File: config.mk
export PLATFORM = sky130hd
export DESIGN_NAME = i2c_bus_filter_flat
export DESIGN_NICKNAME = d
export VERILOG_FILES = /design/src/rtl/i2c_bus_filter_pkg.sv /design/src/rtl/i2c_bus_filter_if.sv /design/src/rtl/i2c_bus_filter_line_filter.sv /design/src/rtl/i2c_bus_filter.sv /design/src/flat_wrapper.sv
export SDC_FILE = /design/constraint.sdc
export NUM_CORES = 1
export LEC_CHECK = 0
export CAP_MARGIN = 20
export CORE_MARGIN = 2
export CORE_UTILIZATION = 55
export DETAILED_ROUTE_END_ITERATION = 16
export PLACE_DENSITY = 0.86
export SYNTH_ARGS = -nofsm -noshare
export SYNTH_HDL_FRONTEND = slang
export SYNTH_SLANG_ARGS = --single-unit
File: constraint.sdc
create_clock -name wb_clk_i -period 5.4 [get_ports wb_clk_i]
set_clock_uncertainty 0.2 [all_clocks]
set_input_delay 0.81 -clock wb_clk_i [delete_from_list [all_inputs] [get_ports wb_clk_i]]
set_output_delay 0.81 -clock wb_clk_i [all_outputs]
set_load 0.01 [all_outputs]
File: src/rtl/i2c_bus_filter_pkg.sv
// Shared constants and small helpers for the I2C bus filter.
//   DEF_*     : default parameter values for the filter blocks
//   IDLE_LVL  : level an idle, pulled-up I2C line rests at
//   is_start / is_stop : bus condition decode from two samples of
//                        filtered SDA/SCL
package i2c_bus_filter_pkg;

  localparam int   DEF_SYNC_STAGES = 2;
  localparam int   DEF_FILT_W      = 4;
  localparam int   DEF_GCNT_W      = 8;
  localparam int   DEF_FILT_LEN    = 4;
  localparam logic IDLE_LVL        = 1'b1;

  // START: SDA falls while SCL is high in both the previous and current sample.
  function automatic logic is_start(input logic sda_prev, input logic sda,
                                    input logic scl_prev, input logic scl);
    return sda_prev & ~sda & scl_prev & scl;
  endfunction

  // STOP: SDA rises while SCL is high in both the previous and current sample.
  function automatic logic is_stop(input logic sda_prev, input logic sda,
                                   input logic scl_prev, input logic scl);
    return ~sda_prev & sda & scl_prev & scl;
  endfunction

endpackage

File: src/rtl/i2c_bus_filter_if.sv
// Pin-side and event-side signals of the multi-bus I2C filter.
//   filt_len_i   : cycles a new level must persist (0 behaves as 1)
//   glitch_clr_i : per-bus clear of the glitch counter
//   i2c_data_in / i2c_clk_in : raw SDA / SCL pins
//   sda_o / scl_o            : filtered levels
//   scl_rise_o / scl_fall_o / start_o / stop_o : 1-cycle event pulses
//   busy_o       : bus busy between START and STOP
//   glitch_cnt_o : saturating rejected-glitch count, bus k at [k*GCNT_W +: GCNT_W]
// master = the side driving pins/config, slave = the filter itself.
interface i2c_bus_filter_if #(
  parameter int N_BUS  = 1,
  parameter int FILT_W = 4,
  parameter int GCNT_W = 8
);
  logic [FILT_W-1:0]       filt_len_i;
  logic [N_BUS-1:0]        glitch_clr_i;
  logic [N_BUS-1:0]        i2c_data_in;
  logic [N_BUS-1:0]        i2c_clk_in;
  logic [N_BUS-1:0]        sda_o;
  logic [N_BUS-1:0]        scl_o;
  logic [N_BUS-1:0]        scl_rise_o;
  logic [N_BUS-1:0]        scl_fall_o;
  logic [N_BUS-1:0]        start_o;
  logic [N_BUS-1:0]        stop_o;
  logic [N_BUS-1:0]        busy_o;
  logic [N_BUS*GCNT_W-1:0] glitch_cnt_o;

  modport master (
    output filt_len_i, glitch_clr_i, i2c_data_in, i2c_clk_in,
    input  sda_o, scl_o, scl_rise_o, scl_fall_o, start_o, stop_o, busy_o, glitch_cnt_o
  );

  modport slave (
    input  filt_len_i, glitch_clr_i, i2c_data_in, i2c_clk_in,
    output sda_o, scl_o, scl_rise_o, scl_fall_o, start_o, stop_o, busy_o, glitch_cnt_o
  );
endinterface

File: src/rtl/i2c_bus_filter_line_filter.sv
// Single-line conditioner: synchroniser chain, persistence counter and
// filtered level for one raw I2C line (SDA or SCL).
//   clk, srst : clock and synchronous active-high reset
//   filt_len  : cycles a new level must persist (0 behaves as 1)
//   pin       : raw asynchronous line
//   f_o       : filtered level
//   glitch_o  : combinational strobe, high on the cycle a pending change is
//               abandoned because the line returned to the filtered level
module i2c_bus_filter_line_filter
  import i2c_bus_filter_pkg::*;
#(
  parameter int SYNC_STAGES = DEF_SYNC_STAGES,
  parameter int FILT_W      = DEF_FILT_W
) (
  input  logic              clk,
  input  logic              srst,
  input  logic [FILT_W-1:0] filt_len,
  input  logic              pin,
  output logic              f_o,
  output logic              glitch_o
);

  localparam logic [FILT_W:0] ONE = (FILT_W+1)'(1);

  logic [SYNC_STAGES-1:0] sync_reg;
  logic [FILT_W-1:0]      cnt_reg, cnt_next;
  logic                   f_reg, f_next;
  logic                   s;
  logic [FILT_W:0]        len_eff, cnt_inc;

  assign s       = sync_reg[SYNC_STAGES-1];
  assign len_eff = (filt_len == '0) ? ONE : {1'b0, filt_len};
  assign cnt_inc = {1'b0, cnt_reg} + ONE;

  // '>=' rather than '==' so that shrinking filt_len below the running
  // count commits the new level immediately instead of wrapping.
  always_comb begin
    cnt_next = '0;
    f_next   = f_reg;
    glitch_o = 1'b0;
    if (s == f_reg) begin
      glitch_o = (cnt_reg != '0);
    end else if (cnt_inc >= len_eff) begin
      f_next = s;
    end else begin
      cnt_next = cnt_inc[FILT_W-1:0];
    end
  end

  always_ff @(posedge clk) begin
    if (srst) begin
      sync_reg <= {SYNC_STAGES{IDLE_LVL}};
      cnt_reg  <= '0;
      f_reg    <= IDLE_LVL;
    end else begin
      sync_reg <= {sync_reg[SYNC_STAGES-2:0], pin};
      cnt_reg  <= cnt_next;
      f_reg    <= f_next;
    end
  end

  assign f_o = f_reg;

endmodule

File: src/rtl/i2c_bus_filter.sv
// Multi-bus I2C front end. Each bus gets two line filters (SDA, SCL);
// this level registers SCL edges, START/STOP, the busy flag and a
// saturating per-bus glitch counter.
//   wb_clk_i : system clock
//   wb_rst_i : synchronous active-high reset
//   bus      : slave view of i2c_bus_filter_if (pins, config, events)
module i2c_bus_filter
  import i2c_bus_filter_pkg::*;
#(
  parameter int N_BUS       = 1,
  parameter int SYNC_STAGES = DEF_SYNC_STAGES,
  parameter int FILT_W      = DEF_FILT_W,
  parameter int GCNT_W      = DEF_GCNT_W
) (
  input  logic            wb_clk_i,
  input  logic            wb_rst_i,
  i2c_bus_filter_if.slave bus
);

  genvar gi;
  generate
    for (gi = 0; gi < N_BUS; gi++) begin : g_bus
      logic              sda_f, scl_f, sda_gl, scl_gl;
      logic              sda_prev_reg, scl_prev_reg;
      logic              rise_reg, fall_reg, start_reg, stop_reg, busy_reg;
      logic              rise_next, fall_next, start_next, stop_next, busy_next;
      logic [GCNT_W-1:0] gcnt_reg, gcnt_next;
      logic [GCNT_W:0]   gcnt_sum;

      i2c_bus_filter_line_filter #(
        .SYNC_STAGES (SYNC_STAGES),
        .FILT_W      (FILT_W)
      ) u_sda (
        .clk      (wb_clk_i),
        .srst     (wb_rst_i),
        .filt_len (bus.filt_len_i),
        .pin      (bus.i2c_data_in[gi]),
        .f_o      (sda_f),
        .glitch_o (sda_gl)
      );

      i2c_bus_filter_line_filter #(
        .SYNC_STAGES (SYNC_STAGES),
        .FILT_W      (FILT_W)
      ) u_scl (
        .clk      (wb_clk_i),
        .srst     (wb_rst_i),
        .filt_len (bus.filt_len_i),
        .pin      (bus.i2c_clk_in[gi]),
        .f_o      (scl_f),
        .glitch_o (scl_gl)
      );

      always_comb begin
        rise_next  = scl_f & ~scl_prev_reg;
        fall_next  = ~scl_f & scl_prev_reg;
        start_next = is_start(sda_prev_reg, sda_f, scl_prev_reg, scl_f);
        stop_next  = is_stop(sda_prev_reg, sda_f, scl_prev_reg, scl_f);

        busy_next = busy_reg;
        if (start_next) begin
          busy_next = 1'b1;
        end else if (stop_next) begin
          busy_next = 1'b0;
        end

        // Both lines may glitch together; a carry out of the widened sum
        // means the counter would pass all-ones, so clamp there.
        gcnt_sum = {1'b0, gcnt_reg} + {{GCNT_W{1'b0}}, sda_gl}
                                    + {{GCNT_W{1'b0}}, scl_gl};
        if (bus.glitch_clr_i[gi]) begin
          gcnt_next = '0;
        end else if (gcnt_sum[GCNT_W]) begin
          gcnt_next = '1;
        end else begin
          gcnt_next = gcnt_sum[GCNT_W-1:0];
        end
      end

      always_ff @(posedge wb_clk_i) begin
        if (wb_rst_i) begin
          sda_prev_reg <= IDLE_LVL;
          scl_prev_reg <= IDLE_LVL;
          rise_reg     <= 1'b0;
          fall_reg     <= 1'b0;
          start_reg    <= 1'b0;
          stop_reg     <= 1'b0;
          busy_reg     <= 1'b0;
          gcnt_reg     <= '0;
        end else begin
          sda_prev_reg <= sda_f;
          scl_prev_reg <= scl_f;
          rise_reg     <= rise_next;
          fall_reg     <= fall_next;
          start_reg    <= start_next;
          stop_reg     <= stop_next;
          busy_reg     <= busy_next;
          gcnt_reg     <= gcnt_next;
        end
      end

      assign bus.sda_o[gi]      = sda_f;
      assign bus.scl_o[gi]      = scl_f;
      assign bus.scl_rise_o[gi] = rise_reg;
      assign bus.scl_fall_o[gi] = fall_reg;
      assign bus.start_o[gi]    = start_reg;
      assign bus.stop_o[gi]     = stop_reg;
      assign bus.busy_o[gi]     = busy_reg;
      assign bus.glitch_cnt_o[gi*GCNT_W +: GCNT_W] = gcnt_reg;
    end
  endgenerate

endmodule

File: src/flat_wrapper.sv
// flat-port wrapper written by rule: the top's interface ports become plain ports
module i2c_bus_filter_flat import i2c_bus_filter_pkg::*;
#(
  parameter int N_BUS       = 1,
  parameter int SYNC_STAGES = DEF_SYNC_STAGES,
  parameter int FILT_W      = DEF_FILT_W,
  parameter int GCNT_W      = DEF_GCNT_W
)
  (wb_clk_i, wb_rst_i, bus_filt_len_i, bus_glitch_clr_i, bus_i2c_data_in, bus_i2c_clk_in, bus_sda_o, bus_scl_o, bus_scl_rise_o, bus_scl_fall_o, bus_start_o, bus_stop_o, bus_busy_o, bus_glitch_cnt_o);
  i2c_bus_filter_if #(.N_BUS(N_BUS), .FILT_W(FILT_W), .GCNT_W(GCNT_W)) bus_i ();
  input  logic wb_clk_i;
  input  logic wb_rst_i;
  input wire logic [$bits(bus_i.filt_len_i)-1:0] bus_filt_len_i;
  input wire logic [$bits(bus_i.glitch_clr_i)-1:0] bus_glitch_clr_i;
  input wire logic [$bits(bus_i.i2c_data_in)-1:0] bus_i2c_data_in;
  input wire logic [$bits(bus_i.i2c_clk_in)-1:0] bus_i2c_clk_in;
  output wire logic [$bits(bus_i.sda_o)-1:0] bus_sda_o;
  output wire logic [$bits(bus_i.scl_o)-1:0] bus_scl_o;
  output wire logic [$bits(bus_i.scl_rise_o)-1:0] bus_scl_rise_o;
  output wire logic [$bits(bus_i.scl_fall_o)-1:0] bus_scl_fall_o;
  output wire logic [$bits(bus_i.start_o)-1:0] bus_start_o;
  output wire logic [$bits(bus_i.stop_o)-1:0] bus_stop_o;
  output wire logic [$bits(bus_i.busy_o)-1:0] bus_busy_o;
  output wire logic [$bits(bus_i.glitch_cnt_o)-1:0] bus_glitch_cnt_o;
  assign bus_i.filt_len_i = bus_filt_len_i;
  assign bus_i.glitch_clr_i = bus_glitch_clr_i;
  assign bus_i.i2c_data_in = bus_i2c_data_in;
  assign bus_i.i2c_clk_in = bus_i2c_clk_in;
  assign bus_sda_o = bus_i.sda_o;
  assign bus_scl_o = bus_i.scl_o;
  assign bus_scl_rise_o = bus_i.scl_rise_o;
  assign bus_scl_fall_o = bus_i.scl_fall_o;
  assign bus_start_o = bus_i.start_o;
  assign bus_stop_o = bus_i.stop_o;
  assign bus_busy_o = bus_i.busy_o;
  assign bus_glitch_cnt_o = bus_i.glitch_cnt_o;
  i2c_bus_filter #(.N_BUS(N_BUS), .SYNC_STAGES(SYNC_STAGES), .FILT_W(FILT_W), .GCNT_W(GCNT_W)) u_core (.wb_clk_i(wb_clk_i), .wb_rst_i(wb_rst_i), .bus(bus_i));
endmodule
==> results.json, run 1 <==
{
  "layout_min_cycle_time_ps": 2570,
  "p_per_area_mw_per_mm2": 235,
  "layout-drive-gt1-share": 0.104,
  "hold_ws_ps": 217,
  "fin_ws_ps": 2830,
  "fillers": 177,
  "crit_family": "compound AO/OA/AOI/OAI gates",
  "post_cts_buffers": 0,
  "drc": 0,
  "grt_max_degree": 15,
  "ant_nets": 0,
  "finalSetupViolCount": 0,
  "final_util": 0.740,
  "io_buffer_count": 23,
  "crit_chain": "clkdlybuf4s50_1, inv_1, a31o_2, ha_1, nor2b_1, o21ai_0, a211o_1, nor2b_1",
  "h-tree-depth": 2,
  "insertedDiodeCount": 0,
  "ctsLongestPathBuffers": 2,
  "antenna_found_initial": 0,
  "cts_tree": "yes",
  "required_ps": 5450,
  "worst_pin_slew_ps": 401,
  "start_util": 0.594,
  "cp_slowest_cell": "clkdlybuf4s50_1",
  "crit_fanout": 4,
  "wl_um": 2610,
  "path_buf_inv": 2,
  "dieWidth_um": 53.4,
  "placed_cell_area_mm2": 0.00160,
  "worstSetupEndpointType": "flop",
  "report.final.slew_viol_count": 0,
  "detail_route.vias_per_cell": 5.22,
  "cp.depth": 8,
  "avgSynthCellArea_um2": 9.31,
  "cp.arrival_ps": 2620,
  "area_growth_pct": 24.5,
  "largest_reg_flops": 8,
  "rr_worst_depth": 8,
  "pin_count": 24,
  "die-area_mm2": 0.00285,
  "timing.fmax_mhz": 390,
  "outcome": "finished clean",
  "final_common_cell": "dfxtp_1",
  "grt_pass1_wl_um": 4310,
  "drtIter0Drc": 18,
  "dr_total_vias": 1050,
  "rsz0062_at_grt": "false",
  "drt-pass1-iter-count": 4,
  "synth_warnings": 0,
  "netlist_instances": 144,
  "insertion_delay_ps": 310,
  "startpoint_type": "primary input",
  "syn_nets": 167,
  "design_area_mm2": 0.00167,
  "rows": 17,
  "cts_root_buf": "clkbuf_4",
  "grt_use_total": 0.214,
  "cts_resized": 0,
  "grt.overflow.total": 0,
  "preCtsSetupSlack_ps": 2530,
  "yosysUniqueCellTypes": 28,
  "layout_common_cells": "29 x dfxtp_1, 23 x clkdlybuf4s50_1, 17 x inv_1, 13 x ha_1, 12 x nor2_1",
  "ys_ff_latch": 29,
  "cts_buffers": 5,
  "max_slew_margin": 0.732,
  "clock_sinks": 29,
  "hold_path_depth": 1,
  "fp.dieH_um": 53.4,
  "r2r_slack_ps": 3110,
  "cpPeakStageDelay_ps": 450,
  "hold_violations": 0,
  "ys_seq_area_frac": 0.433,
  "core_mm2": 0.00225,
  "globalplace.congestion": 0.825,
  "min_period_over_period": 0.475,
  "vdd_drop_max_v": 0.000225,
  "tns_ps": 0,
  "nNetsFinal": 195,
  "crit_top_cell": "nor2b_1",
  "path_clk_slew_ps": 90,
  "worstSetupPathType": "in -> reg",
  "wl_per_cell_um": 13.0,
  "grt_pass1_vias": 1009,
  "hp-class": "reg -> reg",
  "p_leak_nw": 0.699,
  "maxCapViolCount": 0,
  "place_hpwl_um": 1930,
  "cts_hold_buffers": 0,
  "syn_area_mm2": 0.00134
}
layout make-up:
| cell class | count | area [um^2] | area share |
|---|---|---|---|
| Multi-Input combinational cell | 96 | 688 | 0.413 |
| Sequential cell | 29 | 581 | 0.348 |
| Timing Repair Buffer | 23 | 230 | 0.138 |
| Clock buffer | 7 | 65.1 | 0.0390 |
| Inverter | 17 | 63.8 | 0.0383 |
| Tap cell | 28 | 35.0 | 0.0210 |
| Clock inverter | 1 | 5.00 | 0.00300 |
worst paths after layout:
kind	endpoint	startpoint
hold / removal	u_core.g_bus[0].u_sda.sync_reg[1]	u_core.g_bus[0].u_sda.sync_reg[0]
hold reg to reg	u_core.g_bus[0].u_sda.sync_reg[1]	u_core.g_bus[0].u_sda.sync_reg[0]
setup reg to reg	u_core.bus.glitch_cnt_o[0]	u_core.g_bus[0].u_sda.cnt_reg[0]
setup / recovery	u_core.g_bus[0].u_sda.cnt_reg[3]	bus_filt_len_i[2]
cells by family (layout without fill, tap and decap cells):
logic type / after synthesis / count (layout) / share of synthesized area
DFF: 29 / 29 / 0.433
muxes: 3 / 3 / 0.0224
xor gates and xnor gates: 9 / 9 / 0.0588
adders and majority gates: 14 / 14 / 0.136
buffers and inverters: 19 / 48 / 0.0532
and+or+nand+nor: 47 / 47 / 0.189
AOI/OAI and AO/OA: 23 / 23 / 0.107
metrics by stage:
stage	power (mW)	std cells
2_1_floorplan	0.238	144
3_3_place_gp	0.248	193
3_5_place_dp	0.249	193
4_1_cts	0.395	201
5_1_grt	0.407	201
6_report	0.391	201
Yosys cell counts:
cell type,instances,area share
and2_1,1,0.0047
a21o_1,3,0.017
a211o_1,2,0.013
nor4_1,1,0.0047
nand2b_1,2,0.0093
xor2_1,5,0.033
a211oi_1,1,0.0056
nor2_1,12,0.034
nand2_1,4,0.011
nor2b_1,4,0.019
mux2i_1,3,0.022
dfxtp_1,29,0.43
a21oi_1,10,0.037
a31o_2,3,0.020
nor4b_1,1,0.0065
clkbuf_1,2,0.0056
or2_2,5,0.023
nor2b_2,2,0.013
fa_1,1,0.015
nand4_1,1,0.0047
and3_1,3,0.014
xnor2_1,4,0.026
o21ai_0,4,0.015
nor3_1,1,0.0037
nor3b_1,2,0.011
inv_1,17,0.048
nand3_1,8,0.030
ha_1,13,0.12
where the power goes:
part           switching, mW  total (mW)  internal, mW  leakage, nW
combinational         0.0123      0.0260        0.0138        0.423
clock                 0.0714       0.147        0.0754       0.0413
sequential           0.00204       0.219         0.217        0.235
routing by layer:
metal,global-route usage,up-vias,share of wire
met4,0.0812,0,0.014
met1,0.242,486,0.43
met2,0.372,19,0.52
li1,-,541,-
met5,0,-,0
met3,0.0621,4,0.036
worst reg2reg max path, cell delays in order (launching register included):
cell and delay [ps]:
dfxtp_1 430, inv_1 90, ha_1 220, a21o_1 160
fa_1 350, inv_1 120, ha_1 260, nand3_1 200
a21oi_1 200
No activity file was read; power rests on OpenSTA's default activity.
==> inputs of run 2 (changes only) <==
--- a/config.mk
+++ b/config.mk
@@ -7,9 +7,9 @@
 export LEC_CHECK = 0
 export CAP_MARGIN = 20
 export CORE_MARGIN = 2
-export CORE_UTILIZATION = 55
+export CORE_UTILIZATION = 46
 export DETAILED_ROUTE_END_ITERATION = 16
-export PLACE_DENSITY = 0.86
+export PLACE_DENSITY = 0.77
 export SYNTH_ARGS = -nofsm -noshare
 export SYNTH_HDL_FRONTEND = slang
 export SYNTH_SLANG_ARGS = --single-unit
==> constraint.sdc (replaced) <==
create_clock -name wb_clk_i -period 2.12 [get_ports wb_clk_i]
set_clock_uncertainty 0.2 [all_clocks]
set_input_delay 0.318 -clock wb_clk_i [delete_from_list [all_inputs] [get_ports wb_clk_i]]
set_output_delay 0.318 -clock wb_clk_i [all_outputs]
set_load 0.01 [all_outputs]
==> run 2 against run 1 <==
Against the previous run:
- via count grew 6.1%
- register-to-register slack lost 3100 ps
- wire length grew 3.9%
- sequential share of layout area shrank 2.8 points
- first-iteration DRC count grew 11%
- global-route usage shrank 3.2 points
- final cell count grew 8.0%
- sequential power grew to 2.5 times the previous value
- clock-buffer cell count shrank 2
- largest cell class unchanged
==> results.json, run 2 (synthesis results as in run 1) <==
{
  "outcome": "finished clean",
  "largest_reg_flops": 8,
  "crit_chain": "xor2_1, a21o_1, fa_2, inv_2, buf_4, ha_4, nand3_1, nor3_2, a211oi_2",
  "grt_use_total": 0.181,
  "grt.overflow.total": 0,
  "stdcell_count": 217,
  "cts_hold_buffers": 0,
  "insertion_delay_ps": 330,
  "drt-pass1-iter-count": 4,
  "cpPeakStageDelay_ps": 360,
  "cp.arrival_ps": 2110,
  "max_slew_margin": 0.795,
  "min_period_over_period": 0.986,
  "required_ps": 2140,
  "cts_tree": "yes",
  "placed_cell_area_mm2": 0.00166,
  "crit_fanout": 5,
  "layout_common_cells": "24 x dfxtp_1, 23 x clkdlybuf4s50_1, 14 x buf_4, 12 x inv_1, 12 x nor2_1",
  "ant_nets": 0,
  "report.final.slew_viol_count": 0,
  "r2r_slack_ps": 30,
  "p_per_area_mw_per_mm2": 505,
  "core_mm2": 0.00276,
  "worstSetupEndpointType": "flop",
  "drc": 0,
  "detail_route.vias_per_cell": 5.13,
  "layout_min_cycle_time_ps": 2090,
  "grt_pass1_vias": 1146,
  "path_clk_slew_ps": 80,
  "h-tree-depth": 2,
  "start_util": 0.486,
  "final_util": 0.666,
  "vdd_drop_max_v": 0.000495,
  "tns_ps": 0,
  "maxCapViolCount": 0,
  "dieWidth_um": 58.0,
  "antenna_found_initial": 0,
  "design_area_mm2": 0.00184,
  "finalSetupViolCount": 0,
  "drtIter0Drc": 20,
  "grt_pass1_wl_um": 4620,
  "rows": 19,
  "hold_violations": 0,
  "ctsLongestPathBuffers": 2,
  "cp_slowest_cell": "dfxtp_2",
  "area_growth_pct": 37.0,
  "wl_per_cell_um": 12.5,
  "grt_max_degree": 11,
  "io_buffer_count": 23,
  "hp-class": "reg -> reg",
  "fp.dieH_um": 58.0,
  "die-area_mm2": 0.00336,
  "timing.fmax_mhz": 478,
  "startpoint_type": "flop",
  "multiInputGateArea_um2": 757,
  "cts_buffers": 5,
  "place_hpwl_um": 1960,
  "worst_pin_slew_ps": 307,
  "dr_total_vias": 1114,
  "globalplace.congestion": 0.827,
  "insertedDiodeCount": 0,
  "dp.cells": 204,
  "layout-drive-gt1-share": 0.274,
  "clock_sinks": 29,
  "wl_um": 2710,
  "pin_count": 24,
  "cts_root_buf": "clkbuf_4",
  "nNetsFinal": 210,
  "p_leak_nw": 0.763,
  "rsz0062_at_grt": "true",
  "final_common_cell": "dfxtp_1",
  "regArea_um2": 587,
  "fillers": 212,
  "worstSetupPathType": "reg -> reg"
}
run 2: cell count changes in the layout (fill, tap and decap cells not counted), moves of 2 or more:
| cell | delta |
|---|---|
| o21ai_0 | -2 |
| dfxtp_2 | +5 |
| inv_1 | -5 |
| o21ai_1 | +2 |
| ha_4 | +3 |
| clkbuf_8 | -2 |
| inv_2 | +5 |
| ha_1 | -4 |
| buf_4 | +14 |
| dfxtp_1 | -5 |
run 2: path summary, 6_finish.rpt:
check / startpoint / endpoint / cells past startpoint
hold / removal: u_core.g_bus[0].u_sda.sync_reg[0] / u_core.g_bus[0].u_sda.sync_reg[1] / 1
setup / recovery: u_core.g_bus[0].u_sda.f_o / u_core.bus.glitch_cnt_o[4] / 9
hold reg to reg: u_core.g_bus[0].u_sda.sync_reg[0] / u_core.g_bus[0].u_sda.sync_reg[1] / 1
setup reg to reg: u_core.g_bus[0].u_sda.f_o / u_core.bus.glitch_cnt_o[4] / 9
run 2: worst max-delay path: cells and delay by family (launching register included):
kind	cells	cell delay [ps]
compound gates	2	240
simple gates	2	310
buf+inv	2	180
xor+xnor	1	180
fa+ha+maj	2	510
flops	1	360
run 2: stage by stage:
step           hold WS [ps]  worst slack, ps  total power [mW]
2_1_floorplan           189             36.5             0.606
3_3_place_gp            193             -149             0.640
3_5_place_dp            199             -199             0.642
4_1_cts                 215             1.65             0.932
5_1_grt                 235            -61.1             0.974
6_report                209             29.5             0.927
run 2: power by group:
group	internal (mW)	total, mW	leakage, nW	switching, mW
logic	0.0454	0.0798	0.500	0.0345
clock network	0.115	0.291	0.0269	0.176
registers	0.552	0.556	0.236	0.00410
run 2: area by class of cell:
type | count | area share
clock buffer | 5 | 0.0204
sequential | 29 | 0.320
inverter | 17 | 0.0348
timing repair buffer | 38 | 0.189
clock inverter | 1 | 0.00273
multi-input combinational | 96 | 0.412
tap | 31 | 0.0211
run 2: layer usage:
metal	global-route usage	up-vias	part of all wire
met2	0.299	25	0.49
met3	0.0491	3	0.046
li1	-	566	-
met4	0.0997	0	0.0096
met5	0	-	0
met1	0.213	520	0.45
run 2: repair_timing:
action	in CTS	in global routing
buffers inserted	0	7
endpoints found under the setup margin	8	14
pin swaps	0	10
resized for setup	3	23
